### src/rtl/i2s_rx_capture.sv
// i2s_rx_capture: receives a standard I2S stream from a clock-master codec and presents
// left/right sample pairs on the system clock with a single-cycle valid pulse.
//
// Ports:
//   clk          system clock, at least 4x the au_bck frequency
//   rst_n        asynchronous active-low reset
//   enable       capture enable; low returns the receiver to idle
//   au_bck       serial bit clock from the codec (asynchronous)
//   au_ws        word select, 0 = left, 1 = right (asynchronous)
//   au_data      serial data, MSB first (asynchronous)
//   left_data    last complete left sample, left-justified
//   right_data   last complete right sample, left-justified
//   sample_valid one-clk pulse when a new left/right pair is presented
//   locked       high once word alignment has been acquired
//
// Optional feature, macro I2S_RX_PEAK_DETECT_EN:
//   peak_clr     zeroes peak_level on the next clk (wins over an update)
//   peak_level   running max of |left| and |right| (two's complement, saturating)

module i2s_rx_capture #(
  parameter int unsigned DATA_W = 16
) (
  input  logic              clk,
  input  logic              rst_n,
  input  logic              enable,
  input  logic              au_bck,
  input  logic              au_ws,
  input  logic              au_data,
`ifdef I2S_RX_PEAK_DETECT_EN
  input  logic              peak_clr,
  output logic [DATA_W-1:0] peak_level,
`endif
  output logic [DATA_W-1:0] left_data,
  output logic [DATA_W-1:0] right_data,
  output logic              sample_valid,
  output logic              locked
);

  localparam int unsigned CntW = $clog2(DATA_W + 1);

  typedef enum logic [1:0] {StIdle, StArm, StRunL, StRunR} state_e;

  // Synchroniser and bck-rise detection pipeline.
  logic [1:0] r_bck_sync;
  logic [1:0] r_ws_sync;
  logic [1:0] r_data_sync;
  logic       r_bck_prev;
  logic       r_rise;
  logic       r_ws_smp;
  logic       r_data_smp;
  logic       w_bck_rise;

  assign w_bck_rise = r_bck_sync[1] & ~r_bck_prev;

  always_ff @(posedge clk or negedge rst_n) begin
    if (!rst_n) begin
      r_bck_sync  <= '0;
      r_ws_sync   <= '0;
      r_data_sync <= '0;
      r_bck_prev  <= 1'b0;
      r_rise      <= 1'b0;
      r_ws_smp    <= 1'b0;
      r_data_smp  <= 1'b0;
    end else begin
      r_bck_sync  <= {r_bck_sync[0], au_bck};
      r_ws_sync   <= {r_ws_sync[0], au_ws};
      r_data_sync <= {r_data_sync[0], au_data};
      r_bck_prev  <= r_bck_sync[1];
      // ws/data travel alongside the rise strobe so they are consumed with it.
      r_rise      <= w_bck_rise;
      r_ws_smp    <= r_ws_sync[1];
      r_data_smp  <= r_data_sync[1];
    end
  end

  // Word assembly and framing state.
  state_e            r_state;
  logic [DATA_W-1:0] r_shift;
  logic [DATA_W-1:0] r_hold;
  logic [CntW-1:0]   r_cnt;
  logic              r_left_seen;
  logic              r_ws_prev;
  logic              w_ws_chg;
  logic              w_cnt_full;
  logic              w_pair;
  logic [DATA_W-1:0] w_word;

  assign w_ws_chg   = r_rise & (r_ws_smp != r_ws_prev);
  assign w_cnt_full = (r_cnt == CntW'(DATA_W));
  assign w_pair     = enable & (r_state == StRunR) & w_ws_chg & r_left_seen;

  // Current word with this rise's bit dropped into its MSB-first slot; once the counter
  // saturates no slot matches and extra bits fall away.
  always_comb begin
    w_word = r_shift;
    for (int i = 0; i < int'(DATA_W); i++) begin
      if (r_cnt == CntW'(int'(DATA_W) - 1 - i)) begin
        w_word[i] = r_data_smp;
      end
    end
  end

  always_ff @(posedge clk or negedge rst_n) begin
    if (!rst_n) begin
      r_state      <= StIdle;
      r_shift      <= '0;
      r_hold       <= '0;
      r_cnt        <= '0;
      r_left_seen  <= 1'b0;
      r_ws_prev    <= 1'b0;
      left_data    <= '0;
      right_data   <= '0;
      sample_valid <= 1'b0;
      locked       <= 1'b0;
    end else begin
      sample_valid <= 1'b0;
      // ws history is tracked in every state so the first edge after enable is seen.
      if (r_rise) begin
        r_ws_prev <= r_ws_smp;
      end
      if (!enable) begin
        r_state     <= StIdle;
        r_shift     <= '0;
        r_cnt       <= '0;
        r_left_seen <= 1'b0;
        locked      <= 1'b0;
      end else if (r_state == StIdle) begin
        r_state <= StArm;
      end else if (r_rise) begin
        if (w_ws_chg) begin
          r_shift <= '0;
          r_cnt   <= '0;
          unique case (r_state)
            StArm: begin
              // Partial word is discarded; alignment starts at this edge.
              locked  <= 1'b1;
              r_state <= r_ws_smp ? StRunR : StRunL;
            end
            StRunL: begin
              r_hold      <= w_word;
              r_left_seen <= 1'b1;
              r_state     <= StRunR;
            end
            StRunR: begin
              r_state <= StRunL;
              if (r_left_seen) begin
                left_data    <= r_hold;
                right_data   <= w_word;
                sample_valid <= 1'b1;
              end
            end
            StIdle: r_state <= StArm;
          endcase
        end else begin
          r_shift <= w_word;
          if (!w_cnt_full) begin
            r_cnt <= r_cnt + CntW'(1);
          end
        end
      end
    end
  end

`ifdef I2S_RX_PEAK_DETECT_EN
  localparam logic [DATA_W-1:0] MinNeg = {1'b1, {(DATA_W-1){1'b0}}};
  localparam logic [DATA_W-1:0] MaxPos = ~MinNeg;

  function automatic logic [DATA_W-1:0] abs_sat(input logic [DATA_W-1:0] v);
    if (v == MinNeg) begin
      return MaxPos;
    end else if (v[DATA_W-1]) begin
      return ~v + DATA_W'(1);
    end
    return v;
  endfunction

  logic [DATA_W-1:0] w_abs_l;
  logic [DATA_W-1:0] w_abs_r;
  logic [DATA_W-1:0] w_peak_max;

  always_comb begin
    w_abs_l    = abs_sat(r_hold);
    w_abs_r    = abs_sat(w_word);
    w_peak_max = peak_level;
    if (w_abs_l > w_peak_max) begin
      w_peak_max = w_abs_l;
    end
    if (w_abs_r > w_peak_max) begin
      w_peak_max = w_abs_r;
    end
  end

  always_ff @(posedge clk or negedge rst_n) begin
    if (!rst_n) begin
      peak_level <= '0;
    end else if (peak_clr) begin
      peak_level <= '0;
    end else if (w_pair) begin
      peak_level <= w_peak_max;
    end
  end
`else
  logic w_pair_unused;
  assign w_pair_unused = w_pair;
`endif

endmodule
### config.mk
export PLATFORM = sky130hd
export DESIGN_NAME = i2s_rx_capture
export DESIGN_NICKNAME = d
export VERILOG_FILES = /design/src/rtl/i2s_rx_capture.sv
export SDC_FILE = /design/constraint.sdc
export NUM_CORES = 1
export LEC_CHECK = 0
export ABC_AREA = 1
export BUFFER_PORTS_ARGS = -buffer_cell sky130_fd_sc_hd__buf_2
export CORE_AREA = 8 8 95 97
export DETAILED_ROUTE_END_ITERATION = 8
export DIE_AREA = 0 0 103 105
export GPL_TIMING_DRIVEN = 0
export PLACE_DENSITY = 0.65
export SYNTH_ARGS = -nofsm -noshare
export SYNTH_HDL_FRONTEND = slang
export SYNTH_SLANG_ARGS = --single-unit
### constraint.sdc
create_clock -name clk -period 1.6 [get_ports clk]
set_input_delay 0.24 -clock clk [delete_from_list [all_inputs] [get_ports clk]]
set_output_delay 0.24 -clock clk [all_outputs]
set_load 0.1 [all_outputs]
==> summary.md <==
| Metric | Value |
|---|---|
| Largest net degree at the start of global routing | 63 |
| Postcts setup bufs | 0 |
| CTS tree | yes |
| Clock-pin slew on the worst setup and hold paths | ~100 ps |
| Area share of the largest cell type after synthesis | 0.590 |
| Drt pass-1 iters | 4 |
| Crit path required time | 1890 ps |
| Mean Syn Cell Area | 8.73 um2 |
| HPWL Detailed | approximately 5.5 mm |
| First-pass GRT wire length | 13.0 mm |
| Final setup TNS | 0 ps |
| Core area | between 7000 and 8000 um2 |
| Die ar. | 10,800 um2 |
| Cell Int Power | 0.00307 W |
| Lkg Pwr | 2.24 nW |
| Clk pwr share | 0.366 |
| Cells after DPL | 555 |
| WL final | approximately 7.5 mm |
| Clk sinks | 85 |
| Dominant cell type by area after synthesis | dfrtp_1 |
| Top post-synthesis cells by area | dfrtp_1, nand2_1, o21ai_0, inv_1, nand3_1 |
| Ant diodes | 0 |
| H-tree depth | 3 |
| Critical Path Start Type | flop |
| Row count | 32 |
| Post-synth cell types | 24 |
| Initial DRC count | 160 |
| CTS Buffer Depth | 2 |
| Worst slew margin relative to its limit | 0.674 |
| Post-route insts no fill | 575 |
| Layout area overhead | 18.0% |
| CTS Buf Count | 9 |
| Slew Limit Fails | 0 |
| Pwr dens | roughly 980 nW/um2 |
| Min setup slack post-route | 126 ps |
| Highest clock rate | 0.679 GHz |
| Ratio of cells with drive above 1 in the final layout | 0.209 |
| RSZ-0062 raised after global routing | yes |
| Yosys reg bits | 85 |
| Critical path peak fanout | 6 |
| Most common cell after layout, fill and taps aside | nand2_1 |
| Slew @ Worst Pin | 492 ps |
| Final Skew | 14.3 ps |
| WS Path Type | reg -> reg |
| Root buffer cell | clkbuf_8 |
| Vias per cell | a little under 5 |
| All-Layer GR Usage | 0.150 |
| Synth Cell Area | 3610 um2 |
| Mapped Cells | approximately 410 |
| GRT overflow | 0 |
| Routed Antenna Nets | 0 |
| Pre-CTS setup slack | -184 ps |
| Final hold vios | 0 |
| Switching power | between 0.001 and 0.0015 W |
| Seq/Total Area, Yosys | 0.590 |
| I/O Buffers | 39 |
| Combinational Power Share | 0.087 |
| Yosys warns | 0 |
| Clock latency on the worst-skew pair | approximately 360 ps |
| Vias in the first global route | roughly 2,800 |
| Total vias in the final route | ~2,800 |
| Post-route DRC | 0 |
| Max Cap Viol | 0 |
| IO Pins | 40 |
| Initial core utilization | 0.479 |
| Final Cycle Share | 0.921 |
| Routability congestion estimate | 0.807 |
| Hold WS | 218 ps |
| Die height | 105 um |
| Switch share | 0.263 |
| Crit. End Element | flop |
| Syn nets | ~420 |
| Worst EP arrival | 1760 ps |
| Peak supply drop | around 0.49 mV |
| Outcome | finished clean |
| Flop pwr share | 0.547 |
| DR WL/cell | 13.1 um |
| Initial antenna violation count | 0 |
| Die W | 103 um |
| Commonest cells after routing, fill and taps aside | nand2_1, dfrtp_1, buf_2, inv_1, o21ai_0 |
| Final setup vio count | 0 |
| Hold Crit Class | in -> reg |
| Fin crit period | 1470 ps |
| Nets | 479 |
-- routing by layer --
| metal | routed length [um] | share of wire | track usage | vias to the layer above |
|---|---|---|---|---|
| met5 | 0 | 0 | 0 | - |
| met4 | 177 | 0.024 | 0.0714 | 0 |
| met3 | 361 | 0.048 | 0.0305 | 17 |
| met2 | 3500 | 0.47 | 0.233 | 59 |
| met1 | 3470 | 0.46 | 0.195 | 1350 |
| li1 | - | - | - | 1410 |
-- flip-flops by register name, summed over array words and instances (netlist names) --
name and count:
left_data 16, r_ws_sync 2, locked 1, r_shift 16, r_bck_prev 1, r_data_smp 1
sample_valid 1, r_rise 1, r_bck_sync 2, r_data_sync 2, r_hold 16, right_data 16
r_ws_prev 1, r_state 2, r_left_seen 1, r_cnt 5, r_ws_smp 1
-- what timing repair did --
action / 4_1_cts / 5_1_grt
endpoints found under the hold margin: 26 / 0
endpoints found under the setup margin: 22 / 47
resized for setup: 11 / 20
hold buffers: 4 / 0
pin swaps: 0 / 0
-- worst paths after layout --
check / from / slack (ps) / endpoint / depth (start not counted)
hold / removal: enable / 220 / locked$_DFFE_PN0P_ / 3
setup / recovery: r_cnt[0]$_DFFE_PN0P_ / 130 / r_hold[8]$_DFFE_PN0P_ / 7
hold reg to reg: r_ws_sync[1]$_DFF_PN0_ / 350 / r_ws_smp$_DFF_PN0_ / 0
max in group asynchronous: rst_n / 680 / right_data[14]$_DFFE_PN0P_ / 3
setup reg to reg: r_cnt[0]$_DFFE_PN0P_ / 130 / r_hold[8]$_DFFE_PN0P_ / 7
min in group asynchronous: rst_n / 320 / right_data[13]$_DFFE_PN0P_ / 2
-- synth_stat cells, drive strengths merged --
| cell type | number |
|---|---|
| nand2 | 168 |
| dfrtp | 85 |
| o21ai | 52 |
| inv | 35 |
| nand3 | 24 |
| nor2 | 19 |
| buf | 10 |
| clkbuf | 5 |
| ha | 5 |
| nand4 | 4 |
| nor3 | 2 |
| a21oi | 1 |
| a31oi | 1 |
| o22ai | 1 |
| xor2 | 1 |
-- power by group through the flow --
stage                     clock network, W  logic (W)  registers (W)
after global placement                   0   0.000321        0.00231
after CTS                          0.00155   0.000351        0.00227
after global routing               0.00164   0.000418        0.00229
after floorplan                          0   0.000205        0.00232
final                              0.00152   0.000362        0.00228
after detailed placement                 0   0.000337        0.00232
-- logic make-up (layout without fill, tap and decap cells) --
kind of cell,Yosys count,count (layout),synth area share
AND/OR/NAND/NOR,217,217,0.247
flip-flops,85,85,0.590
XOR/XNOR,1,1,0.00243
adder cells (fa/ha/maj),5,5,0.0173
AO/OA/AOI/OAI,55,55,0.0812
buffers and inverters,50,110,0.0628
-- through the flow --
| stage | power (W) | area, um2 | util |
|---|---|---|---|
| floorplan | 0.00252 | 3610 | - |
| global placement | 0.00263 | 3930 | 0.522 |
| detailed placement | 0.00265 | 3960 | 0.526 |
| CTS | 0.00418 | 4210 | 0.559 |
| global route | 0.00435 | 4260 | 0.565 |
| finish | 0.00416 | 4260 | 0.565 |
-- critical path, cell delays in order, from the launching register on --
cell	delay, ps
dfrtp_2	420
ha_2	210
inv_1	60
nor2_1	190
nand2_1	110
o21ai_1	260
nand2_1	90
o21ai_0	70
-- final cells by class --
class / count / area (um2)
fillers: 737 / 3270
repair buffers: 44 / 265
well taps: 102 / 128
plain buffers: 15 / 98.8
multi-input cells: 278 / 1310
clock inverters: 7 / 73.8
flip-flops and latches: 85 / 2130
inverters: 35 / 131
clock buffers: 9 / 124
No activity file was read; power rests on OpenSTA's default activity.
